==> src/rtl/dll_rx_demux.sv <==
// dll_rx_demux: splits EP beats into a 2-entry TLP FIFO and decoded DLLP state (flags, credits, Ack/Nak, drops).
module dll_rx_demux #(
    parameter int FIFO_DEPTH = 2,
    parameter int CNT_W = 8
) (
    input  logic             clk,
    input  logic             rst_n,
    input  logic             link_up_i,
    input  logic [255:0]     ep_data_i,
    input  logic             ep2dll_valid_i,
    output logic             dll2ep_ready_o,
    output logic [255:0]     rx_tlp_data_o,
    output logic             rx_tlp_valid_o,
    input  logic             rx_tlp_ready_i,
    output logic [2:0]       initfc1_flags_o,
    output logic [2:0]       initfc2_flags_o,
    output logic [3:0]       p_credit_o,
    output logic [3:0]       np_credit_o,
    output logic [3:0]       cpl_credit_o,
    output logic             ack_o,
    output logic             nak_o,
    output logic [11:0]      ackseq_o,
    output logic [CNT_W-1:0] drop_cnt_o
);
    logic [255:0]     mem_q [FIFO_DEPTH];
    logic [255:0]     mem_d [FIFO_DEPTH];
    logic             wr_ptr_q, wr_ptr_d, rd_ptr_q, rd_ptr_d;
    logic [1:0]       cnt_q, cnt_d;
    logic [2:0]       fc1_q, fc1_d, fc2_q, fc2_d;
    logic [2:0][3:0]  cred_q, cred_d;
    logic             ack_q, ack_d, nak_q, nak_d;
    logic [11:0]      seq_q, seq_d;
    logic [CNT_W-1:0] drop_q, drop_d;
    logic             acc, push, pop, dllp, drop;
    logic [7:0]       typ;

    // Ready gates DLLPs too, so a DLLP never overtakes a stalled TLP.
    assign dll2ep_ready_o  = rst_n && link_up_i && (cnt_q != 2'(FIFO_DEPTH));
    assign rx_tlp_valid_o  = cnt_q != 2'd0;
    assign rx_tlp_data_o   = rx_tlp_valid_o ? mem_q[rd_ptr_q] : '0;
    assign initfc1_flags_o = fc1_q;
    assign initfc2_flags_o = fc2_q;
    assign p_credit_o      = cred_q[0];
    assign np_credit_o     = cred_q[1];
    assign cpl_credit_o    = cred_q[2];
    assign ack_o           = ack_q;
    assign nak_o           = nak_q;
    assign ackseq_o        = seq_q;
    assign drop_cnt_o      = drop_q;

    always_comb begin
        acc      = ep2dll_valid_i && dll2ep_ready_o;
        push     = acc && !ep_data_i[255];
        dllp     = acc && ep_data_i[255];
        pop      = rx_tlp_valid_o && rx_tlp_ready_i;
        typ      = ep_data_i[7:0];
        mem_d    = mem_q;
        if (push) mem_d[wr_ptr_q] = {1'b0, ep_data_i[254:0]};
        wr_ptr_d = wr_ptr_q ^ push;
        rd_ptr_d = rd_ptr_q ^ pop;
        cnt_d    = cnt_q + 2'(push) - 2'(pop);
        fc1_d    = fc1_q;
        fc2_d    = fc2_q;
        cred_d   = cred_q;
        ack_d    = dllp && typ == 8'h0A;
        nak_d    = dllp && typ == 8'h0B;
        seq_d    = (ack_d || nak_d) ? ep_data_i[19:8] : seq_q;
        drop     = dllp && (typ == 8'h00 || typ > 8'h0B);
        for (int i = 0; i < 3; i++) begin
            if (dllp && typ == 8'(i + 1) && !fc1_q[i]) begin
                fc1_d[i]  = 1'b1;
                cred_d[i] = ep_data_i[11:8];
            end
            if (dllp && typ == 8'(i + 4)) begin
                if (&fc1_q) fc2_d[i] = 1'b1;
                else drop = 1'b1;
            end
            if (dllp && typ == 8'(i + 7)) begin
                if (&fc2_q) cred_d[i] = ep_data_i[11:8];
                else drop = 1'b1;
            end
        end
        drop_d   = drop_q + CNT_W'(drop && !(&drop_q));
    end

    always_ff @(posedge clk) mem_q <= mem_d;

    always_ff @(posedge clk) begin
        if (!rst_n || !link_up_i) begin
            wr_ptr_q <= 1'b0;
            rd_ptr_q <= 1'b0;
            cnt_q    <= '0;
            fc1_q    <= '0;
            fc2_q    <= '0;
            cred_q   <= '0;
            ack_q    <= 1'b0;
            nak_q    <= 1'b0;
            seq_q    <= '0;
            drop_q   <= '0;
        end else begin
            wr_ptr_q <= wr_ptr_d;
            rd_ptr_q <= rd_ptr_d;
            cnt_q    <= cnt_d;
            fc1_q    <= fc1_d;
            fc2_q    <= fc2_d;
            cred_q   <= cred_d;
            ack_q    <= ack_d;
            nak_q    <= nak_d;
            seq_q    <= seq_d;
            drop_q   <= drop_d;
        end
    end
endmodule

==> config.mk <==
export PLATFORM = sky130hd
export DESIGN_NAME = dll_rx_demux
export DESIGN_NICKNAME = d
export VERILOG_FILES = /design/src/rtl/dll_rx_demux.sv
export SDC_FILE = /design/constraint.sdc
export NUM_CORES = 1
export LEC_CHECK = 0
export CORE_AREA = 2 2 216 218
export DETAILED_ROUTE_END_ITERATION = 6
export DIE_AREA = 0 0 218 220
export PLACE_DENSITY = 0.76
export RECOVER_POWER = 25
export SYNTH_ARGS = -nofsm -noshare
export SYNTH_HDL_FRONTEND = slang
export SYNTH_SLANG_ARGS = --single-unit
==> constraint.sdc <==
create_clock -name clk -period 11.7 [get_ports clk]
set_clock_uncertainty 0.15 [all_clocks]
set_input_delay 1.755 -clock clk [delete_from_list [all_inputs] [get_ports clk]]
set_output_delay 1.755 -clock clk [all_outputs]
set_load 0.01 [all_outputs]
==> impl_results.md, run 1 <==
- Status: complete, no violations
- Avg Inst Size Synth: 16.2 um^2
- EDFF count, synth: 510
- Post_cts resized: 0
- Dpl cell area: 0.0272 mm^2
- Via count: 12657
- Post-route insts no fill: 2515
- Post-CTS Setup Inserts: 0
- CP Launch Type: input port
- Largest net degree at the start of global routing: 144
- Netlist area before placement: 0.0209 mm^2
- Critical Path AT: 3.87 ns
- IO Port Bufs: 557
- Final WL: 51.2 mm
- Num CTS Buffers: 54
- FMAX: 0.173 GHz
- Worst EP required: 9.80 ns
- Synth cell types: 38
- Top Ports: 559
- FILL cells: 3330
- Relative slew slack: 24.3%
- Final GP Congestion: 0.803
- Antenna Nets Post-Route: 0
- Syn-to-layout area delta: 38.1%
- Post-route cell area: 0.0289 mm^2
- Clock share of power: 41.4%
- Final core occ: 63.0%
- HPWL after DPL: 34.0 mm
- H-tree depth: 2
- Sw frac: 19.4%
- Die outline height: 220 um
- Sequential Power Share: 54.2%
- Place WS: 5.77 ns
- Pins Over Slew Limit: 0
- Placed cells: 2399
- Crit share post-route: 49.4%
- Die area: 0.0480 mm^2
- Final worst path period need: 5.78 ns
- Unrepaired setup endpoints after global routing: no
- Power share of the combinational group: 4.4%
- Layout cell share with drive strength beyond 1: 5.14%
- Global-route wire length before repair: 74.3 mm
- Per-cell routed wire length: 20.4 um
- Drt drc: 0
- Row cnt: 79
- Commonest non-fill, non-tap cell in the layout: edfxtp_1
- Final hold violations: 0
- Initial antenna violation count: 24
- # nets final: 2115
- CTS sink cnt: 554
- 1st-iter DRT viols: 803
- Overall Global Routing Usage: 20.4%
- Syn Nets: 1559
- Register bit total from synthesis: 554
- Synth warnings: 0
- Synthesized instance count: 1292
- Async S/R FF share, synth: 0%
- Final setup viols: 0
- Vias per cell: 5.03
- Final WS setup: 5.92 ns
- Clock slew at reported path FFs: 0.05 ns
- Internal: 3.25 mW
- Clock Tree Buf Depth: 3
- Switch Pwr: 0.783 mW
- GRT overflow: 0
- HP Class: flop to flop
- Commonest non-fill, non-tap cells in the layout: edfxtp_1 (510), clkdlybuf4s50_1 (384), nor2_1 (272)
- CP Max Fanout: 24
- Power Density: 139 mW/mm^2
- Register area share after synthesis: 77.4%
- CTS tree: done
- Starting Density: 45.6%
- Leakage: 9.11 nW
- Crit. End Element: output pin
- Hold buffers post-CTS: 0
- Worst VDD drop: 0.000119 V
- CP Class: input port to output pin
- Pre-antenna DRT Iters: 5
- Setup TNS: 0 ns
- Hold WS: 0.312 ns
- Chip width: 218 um
- Core outline area: 0.0459 mm^2
- Clock Latency Late Sink: 0.58 ns
- Vias in the first global route: 12738
- Dominant synthesized flop cell: edfxtp_1
- Clock root buffer: clkbuf_16
- Worst-margin pin slew: 1.13 ns
- Tot Pwr: 4.03 mW
- Max_cap viols: 0
cell families after synthesis:
group	count (synthesis)	synth area share, %
muxes	268	12.8
other	1	0.0179
and+or+nand+nor	342	6.61
buffers and inverters	73	1.34
DFF	554	77.4
AOI/OAI and AO/OA	41	1.17
adders and majority gates	6	0.359
xor gates and xnor gates	7	0.293
cell type report:
type	count	area [um^2]	share of cell area [%]
flip-flops and latches	554	16200	56.0
repair buffers	568	5700	19.7
multi-input cells	665	4490	15.5
clock buffers	72	1470	5.10
well taps	607	759	2.63
clock inverters	24	218	0.753
diodes	20	50.0	0.173
inverters	5	18.8	0.0649
sequential cells by signal, summed over array words and instances, names as in the netlist:
| signal | count |
|---|---|
| drop_cnt_o | 8 |
| cnt_q | 2 |
| initfc2_flags_o | 3 |
| cpl_credit_o | 4 |
| mem_q | 510 |
| ackseq_o | 12 |
| np_credit_o | 4 |
| rd_ptr_q | 1 |
| nak_o | 1 |
| p_credit_o | 4 |
| ack_o | 1 |
| initfc1_flags_o | 3 |
| wr_ptr_q | 1 |
worst max-delay path, cell delays in order:
cell and delay, ns:
clkdlybuf4s50_1 0.53, nand2_1 0.52, nor2_1 0.45, clkdlybuf4s50_1 0.61
per-layer routing:
metal | share of wire, % | global-route usage (%)
met5 | 0.18 | 0
met4 | 3.2 | 8.82
met1 | 37 | 24.0
met2 | 52 | 34.8
met3 | 7.1 | 5.91
power by group through the flow:
stage / clock, mW / sequential (mW) / combinational [mW]
after CTS: 1.70 / 2.18 / 0.190
final: 1.67 / 2.18 / 0.178
after global placement: 0 / 2.23 / 0.184
after global routing: 1.78 / 2.18 / 0.190
after detailed placement: 0 / 2.23 / 0.189
after floorplan: 0 / 2.23 / 0.0470
Yosys cell counts (3+ instances only):
cell / count / area share [%]
nand3_1: 14 / 0.33
xnor2_1: 3 / 0.13
edfxtp_1: 510 / 73
mux2i_1: 268 / 13
nor2_1: 273 / 4.9
and3_1: 4 / 0.12
ha_1: 6 / 0.36
nand2b_1: 3 / 0.090
nand2_1: 30 / 0.54
o21ai_0: 15 / 0.36
or4_4: 3 / 0.16
inv_1: 5 / 0.090
or3_1: 3 / 0.090
o211ai_1: 3 / 0.11
xor2_1: 4 / 0.17
clkbuf_1: 40 / 0.72
a21oi_1: 13 / 0.31
dfxtp_1: 44 / 4.2
buf_1: 25 / 0.45
path summary, 6_finish.rpt:
path | startpoint | to | slack [ns] | cells past startpoint
max | rst_n | dll2ep_ready_o | 5.92 | 4
min | p_credit_o[2]$_SDFF_PP0_ | p_credit_o[2]$_SDFF_PP0_ | 0.31 | 2
max reg2reg | cnt_q[1]$_SDFF_PP0_ | mem_q[449]$_DFFE_PP_ | 8.27 | 6
min reg2reg | p_credit_o[2]$_SDFF_PP0_ | p_credit_o[2]$_SDFF_PP0_ | 0.31 | 2
Power figures use the tool's default switching activity.
==> inputs of run 2 (changes only) <==
==> constraint.sdc (replaced) <==
create_clock -name clk -period 5.55 [get_ports clk]
set_clock_uncertainty 0.15 [all_clocks]
set_input_delay 0.8325 -clock clk [delete_from_list [all_inputs] [get_ports clk]]
set_output_delay 0.8325 -clock clk [all_outputs]
set_load 0.01 [all_outputs]
==> run 2 against run 1 <==
- non-clock buffer count is 18 higher
- register-to-register slack lost 5.6 ns
- first-iteration DRC count up 9.7%
- die area unchanged
- hold slack worse by 0.0010 ns
- count of clock-buffer cells in the layout is 11 lower
- via count is 1.8% higher
- clock power increased by 110%
- setup slack lost 4.4 ns
- combinational power grew 120%
- largest cell class unchanged
==> impl_results.md, run 2 (same netlist as run 1, synthesis figures left out) <==
- Largest register FFs: 510 (unchanged)
- CP Class: flop to output pin (was input port to output pin)
- Global-route wire length before repair: 75.8 mm (was 74.3 mm)
- Commonest non-fill, non-tap cell in the layout: edfxtp_1 (unchanged)
- Sw frac: 19.5% (was 19.4%)
- Final setup viols: 0 (unchanged)
- Dpl cell area: 0.0274 mm^2 (was 0.0272 mm^2)
- Post-CTS Setup Inserts: 0 (unchanged)
- Worst-margin pin slew: 1.06 ns (was 1.13 ns)
- Core outline area: 0.0459 mm^2 (unchanged)
- Worst path slowest cell: dfxtp_4 (was clkdlybuf4s50_1)
- GRT overflow: 0 (unchanged)
- Final WL: 52.1 mm (was 51.2 mm)
- Via count: 12882 (was 12657)
- Largest register by flop count: mem_q (unchanged)
- Worst VDD drop: 0.000235 V (was 0.000119 V)
- Syn-to-layout area delta: 39.2% (was 38.1%)
- Sequential Power Share: 54.0% (was 54.2%)
- Clock Latency Late Sink: 0.58 ns (about the same)
- Post_cts resized: 0 (unchanged)
- Final worst path period need: 4.05 ns
- Area of the multi-input gates: 0.00449 mm^2 (unchanged)
- Final hold violations: 0 (unchanged)
- Drt drc: 0 (unchanged)
- IO Port Bufs: 557 (unchanged)
- Post-route insts no fill: 2527 (was 2515)
- Chip width: 218 um (unchanged)
- Placed cells: 2417 (was 2399)
- Clock Tree Buf Depth: 3 (unchanged)
- CP Launch Type: flop (was input port)
- Overall Global Routing Usage: 20.8% (was 20.4%)
- Max_cap viols: 0 (unchanged)
- Status: complete, no violations (unchanged)
- Layout cell share with drive strength beyond 1: 6.14% (was 5.14%)
- # nets final: 2133 (was 2115)
- Power Density: 293 mW/mm^2 (was 139 mW/mm^2)
- Clock share of power: 41.5% (was 41.4%)
- H-tree depth: 2 (unchanged)
- Per-cell routed wire length: 20.6 um (was 20.4 um)
- Power share of the combinational group: 4.5% (was 4.4%)
- Setup TNS: 0 ns (unchanged)
- HP Class: flop to flop (unchanged)
- Commonest non-fill, non-tap cells in the layout: edfxtp_1 (510), clkdlybuf4s50_1 (384), nor2_1 (272) (unchanged)
- Starting Density: 45.6% (unchanged)
- Pre-antenna DRT Iters: 6 (was 5)
- Worst EP required: 4.57 ns (was 9.80 ns)
- FILL cells: 3299 (was 3330)
- Register area: 0.0162 mm^2 (unchanged)
- CTS sink cnt: 554 (unchanged)
- Crit share post-route: 72.9%
- Tot Pwr: 8.54 mW (was 4.03 mW)
- Unrepaired setup endpoints after global routing: no (unchanged)
- Initial antenna violation count: 15 (was 24)
- Die area: 0.0480 mm^2 (unchanged)
- FMAX: 0.247 GHz
- Vias per cell: 5.10 (was 5.03)
- Crit-path cells: buf_4 -> mux2i_1 -> nor2_1 -> clkdlybuf4s50_1 (was clkdlybuf4s50_1 -> nand2_1 -> nor2_1 -> clkdlybuf4s50_1)
- Die outline height: 220 um (unchanged)
- CP Max Fanout: 58 (was 24)
- Internal: 6.87 mW (was 3.25 mW)
- CTS tree: done (unchanged)
- Pins Over Slew Limit: 0 (unchanged)
- Relative slew slack: 29.5% (was 24.3%)
- Largest net degree at the start of global routing: 145 (was 144)
- Vias in the first global route: 12917 (was 12738)
- 1st-iter DRT viols: 881 (was 803)
- Critical Path AT: 3.06 ns (was 3.87 ns)
- Leakage: 9.25 nW (was 9.11 nW)
- Antenna Nets Post-Route: 0 (unchanged)
- HPWL after DPL: 35.8 mm (was 34.0 mm)
- Crit. End Element: output pin (unchanged)
- Hold buffers post-CTS: 0 (unchanged)
- Place WS: 1.48 ns (was 5.77 ns)
- Final GP Congestion: 0.821 (was 0.803)
- Final WS setup: 1.50 ns (was 5.92 ns)
- Row cnt: 79 (unchanged)
- CP peak stage delay: 1.04 ns (was 0.61 ns)
- Post-route cell area: 0.0291 mm^2 (was 0.0289 mm^2)
- Switch Pwr: 1.67 mW (was 0.783 mW)
- Top Ports: 559 (unchanged)
- Clock root buffer: clkbuf_16 (unchanged)
- Num CTS Buffers: 54 (unchanged)
- Clock slew at reported path FFs: 0.06 ns (was 0.05 ns)
## run 2: layout make-up
type	count	share of cell area, %
multi-input cells	665	15.4
repair buffers	586	20.3
clock inverters	36	1.17
clock buffers	61	4.73
well taps	607	2.61
diodes	13	0.112
inverters	5	0.0644
flip-flops and latches	554	55.6
## run 2: worst paths after layout
path,start,end,slack [ns],cells after the start
max,rd_ptr_q$_SDFF_PP0_,rx_tlp_data_o[229],1.50,4
min,p_credit_o[0]$_SDFF_PP0_,p_credit_o[0]$_SDFF_PP0_,0.31,2
max reg2reg,cnt_q[1]$_SDFF_PP0_,mem_q[256]$_DFFE_PP_,2.69,6
min reg2reg,p_credit_o[0]$_SDFF_PP0_,p_credit_o[0]$_SDFF_PP0_,0.31,2
## run 2: power groups by stage
| stage | sequential [mW] | combinational [mW] | clock [mW] |
|---|---|---|---|
| global placement | 4.69 | 0.397 | 0 |
| finish | 4.61 | 0.384 | 3.55 |
| global route | 4.61 | 0.409 | 3.79 |
| CTS | 4.61 | 0.410 | 3.63 |
| floorplan | 4.71 | 0.0991 | 0 |
| detailed placement | 4.70 | 0.407 | 0 |
## run 2: worst max-delay path, delay by kind of cell, from the launching register on
family	cells	cell delay [ns]
multiplexers	1	0.35
AND/OR/NAND/NOR	1	0.08
buffers and inverters	2	0.99
flip-flops	1	1.04
## run 2: per-layer routing
layer  share of wire (%)  up-vias  GRT usage [%]
met1                  38     6341           25.5
met3                 6.3       99           4.44
li1                    -     5962              -
met2                  52      478           36.3
met5               0.025        -              0
met4                 3.2        2           7.71
## run 2: per-stage QoR
stage | hold slack [ns] | utilization [%]
after floorplan | 0.329 | -
after global placement | 0.296 | 59.7
after detailed placement | 0.303 | 59.7
after CTS | 0.314 | 63.5
after global routing | 0.336 | 63.5
final | 0.311 | 63.5
==> inputs of run 3 (changes only) <==
--- a/config.mk
+++ b/config.mk
@@ -5,10 +5,11 @@
 export SDC_FILE = /design/constraint.sdc
 export NUM_CORES = 1
 export LEC_CHECK = 0
-export CORE_AREA = 2 2 216 218
+export CORE_ASPECT_RATIO = 1.25
+export CORE_MARGIN = 2
+export CORE_UTILIZATION = 44
 export DETAILED_ROUTE_END_ITERATION = 6
-export DIE_AREA = 0 0 218 220
-export PLACE_DENSITY = 0.76
+export PLACE_DENSITY = 0.77
 export RECOVER_POWER = 25
 export SYNTH_ARGS = -nofsm -noshare
 export SYNTH_HDL_FRONTEND = slang
==> constraint.sdc (replaced) <==
create_clock -name clk -period 3.5 [get_ports clk]
set_clock_uncertainty 0.15 [all_clocks]
set_input_delay 0.525 -clock clk [delete_from_list [all_inputs] [get_ports clk]]
set_output_delay 0.525 -clock clk [all_outputs]
set_load 0.01 [all_outputs]
==> run 3 against run 2 <==
- critical path type unchanged
- highest routed layer unchanged
- sequential power up 58%
- critical endpoint is now rx_tlp_data_o[170]
- total power up 55%
- combinational power up 61%
==> impl_results.md, run 3 (same netlist as run 1, synthesis figures left out) <==
- Initial antenna violation count: 20 (was 15)
- CP Max Fanout: 74 (was 58)
- Area of the multi-input gates: 0.00451 mm^2 (was 0.00449 mm^2)
- Clock slew at reported path FFs: 0.06 ns (about the same)
- Worst-margin pin slew: 0.738 ns (was 1.06 ns)
- CP Class: flop to output pin (unchanged)
- Die area: 0.0493 mm^2 (was 0.0480 mm^2)
- Placed cells: 2458 (was 2417)
- Post-CTS Setup Inserts: 0 (unchanged)
- IO Port Bufs: 557 (unchanged)
- Place WS: 0.405 ns (was 1.48 ns)
- HPWL after DPL: 38.0 mm (was 35.8 mm)
- H-tree depth: 2 (unchanged)
- Leakage: 9.27 nW (was 9.25 nW)
- Drt drc: 0 (unchanged)
- Final WL: 53.4 mm (was 52.1 mm)
- Worst VDD drop: 0.000295 V (was 0.000235 V)
- Final setup viols: 0 (unchanged)
- 1st-iter DRT viols: 703 (was 881)
- Final hold violations: 0 (unchanged)
- Layout cell share with drive strength beyond 1: 6.42% (was 6.14%)
- Largest net degree at the start of global routing: 113 (was 145)
- Global-route wire length before repair: 77.1 mm (was 75.8 mm)
- Final WS setup: 0.347 ns (was 1.50 ns)
- Post-route insts no fill: 2572 (was 2527)
- Worst EP required: 2.82 ns (was 4.57 ns)
- Core outline area: 0.0471 mm^2 (was 0.0459 mm^2)
- Final GP Congestion: 0.894 (was 0.821)
- Unrepaired setup endpoints after global routing: no (unchanged)
- Crit share post-route: 90.1%
- CTS sink cnt: 554 (unchanged)
- Clock Latency Late Sink: 0.58 ns (about the same)
- Top Ports: 559 (unchanged)
- Starting Density: 44.4% (was 45.6%)
- Max_cap viols: 0 (unchanged)
- Row cnt: 89 (was 79)
- Per-cell routed wire length: 20.8 um (was 20.6 um)
- Largest register FFs: 510 (unchanged)
- Post_cts resized: 0 (unchanged)
- Status: complete, no violations (unchanged)
- FILL cells: 3442 (was 3299)
- Crit. End Element: output pin (unchanged)
- Power Density: 453 mW/mm^2 (was 293 mW/mm^2)
- CTS tree: done (unchanged)
- Clock Tree Buf Depth: 3 (unchanged)
- Relative slew slack: 50.8% (was 29.5%)
- FMAX: 0.317 GHz
- Setup TNS: 0 ns (unchanged)
- Largest register by flop count: mem_q (unchanged)
- Critical Path AT: 2.48 ns (was 3.06 ns)
- Register area: 0.0162 mm^2 (unchanged)
- Hold buffers post-CTS: 0 (unchanged)
- Num CTS Buffers: 52 (was 54)
- CP Launch Type: flop (unchanged)
- Commonest non-fill, non-tap cells in the layout: edfxtp_1 (510), clkdlybuf4s50_1 (383), nor2_1 (270) (was edfxtp_1 (510), clkdlybuf4s50_1 (384), nor2_1 (272))
- Die outline height: 248 um (was 220 um)
- Via count: 12945 (was 12882)
- Vias per cell: 5.03 (was 5.10)
- Overall Global Routing Usage: 20.7% (was 20.8%)
- Commonest non-fill, non-tap cell in the layout: edfxtp_1 (unchanged)
- Syn-to-layout area delta: 39.8% (was 39.2%)
- HP Class: flop to flop (unchanged)
- Pre-antenna DRT Iters: 4 (was 6)
- Antenna Nets Post-Route: 0 (unchanged)
- Clock root buffer: clkbuf_16 (unchanged)
- Chip width: 199 um (was 218 um)
- Final worst path period need: 3.15 ns
- Pins Over Slew Limit: 0 (unchanged)
- GRT overflow: 0 (unchanged)
- # nets final: 2142 (was 2133)
- Vias in the first global route: 13367 (was 12917)
[run 3: final cells by class]
type | instances | share of cell area (%)
flip-flops and latches | 554 | 55.4
inverters | 5 | 0.0641
repair buffers | 597 | 20.8
clock inverters | 27 | 0.637
clock buffers | 68 | 4.83
multi-input cells | 665 | 15.4
well taps | 637 | 2.72
diodes | 19 | 0.163
[run 3: stage by stage]
step / hold slack (ns) / area (um^2) / utilization [%] / power (mW)
4_1_cts: 0.319 / 29200 / 62.0 / 13.4
3_5_place_dp: 0.304 / 27600 / 58.6 / 8.10
2_1_floorplan: 0.329 / 21000 / - / 7.61
5_1_grt: 0.351 / 29200 / 62.1 / 13.6
3_3_place_gp: 0.301 / 27600 / 58.6 / 8.08
6_report: 0.317 / 29300 / 62.1 / 13.2
[run 3: final timing paths]
| kind | start | end | slack (ns) | cells after the start |
|---|---|---|---|---|
| setup reg to reg | cnt_q[1]$_SDFF_PP0_ | cnt_q[1]$_SDFF_PP0_ | 1.10 | 10 |
| hold reg to reg | ackseq_o[1]$_SDFFE_PP0P_ | ackseq_o[1]$_SDFFE_PP0P_ | 0.32 | 2 |
| setup / recovery | cnt_q[1]$_SDFF_PP0_ | rx_tlp_data_o[170] | 0.35 | 4 |
| hold / removal | ackseq_o[1]$_SDFFE_PP0P_ | ackseq_o[1]$_SDFFE_PP0P_ | 0.32 | 2 |
[run 3: critical path: stages, from the launching register on]
cell and delay, ns:
dfxtp_1 0.36, nor2_4 0.38, buf_12 0.34, nor2_1 0.18, clkdlybuf4s50_1 0.55
[run 3: routing by layer]
layer	vias to the layer above	track usage (%)	part of all wire (%)	routed length, um
met1	6389	23.2	36	19400
met3	123	4.72	6.0	3220
met5	-	0	0.019	10
li1	5958	-	-	-
met2	473	37.4	54	28800
met4	2	9.35	3.8	2050
[run 3: power by group]
part	internal (mW)	switching (mW)	total [mW]
combinational	0.344	0.274	0.618
sequential	7.29	0.0146	7.30
clock	2.98	2.34	5.32
total	10.6	2.63	13.2
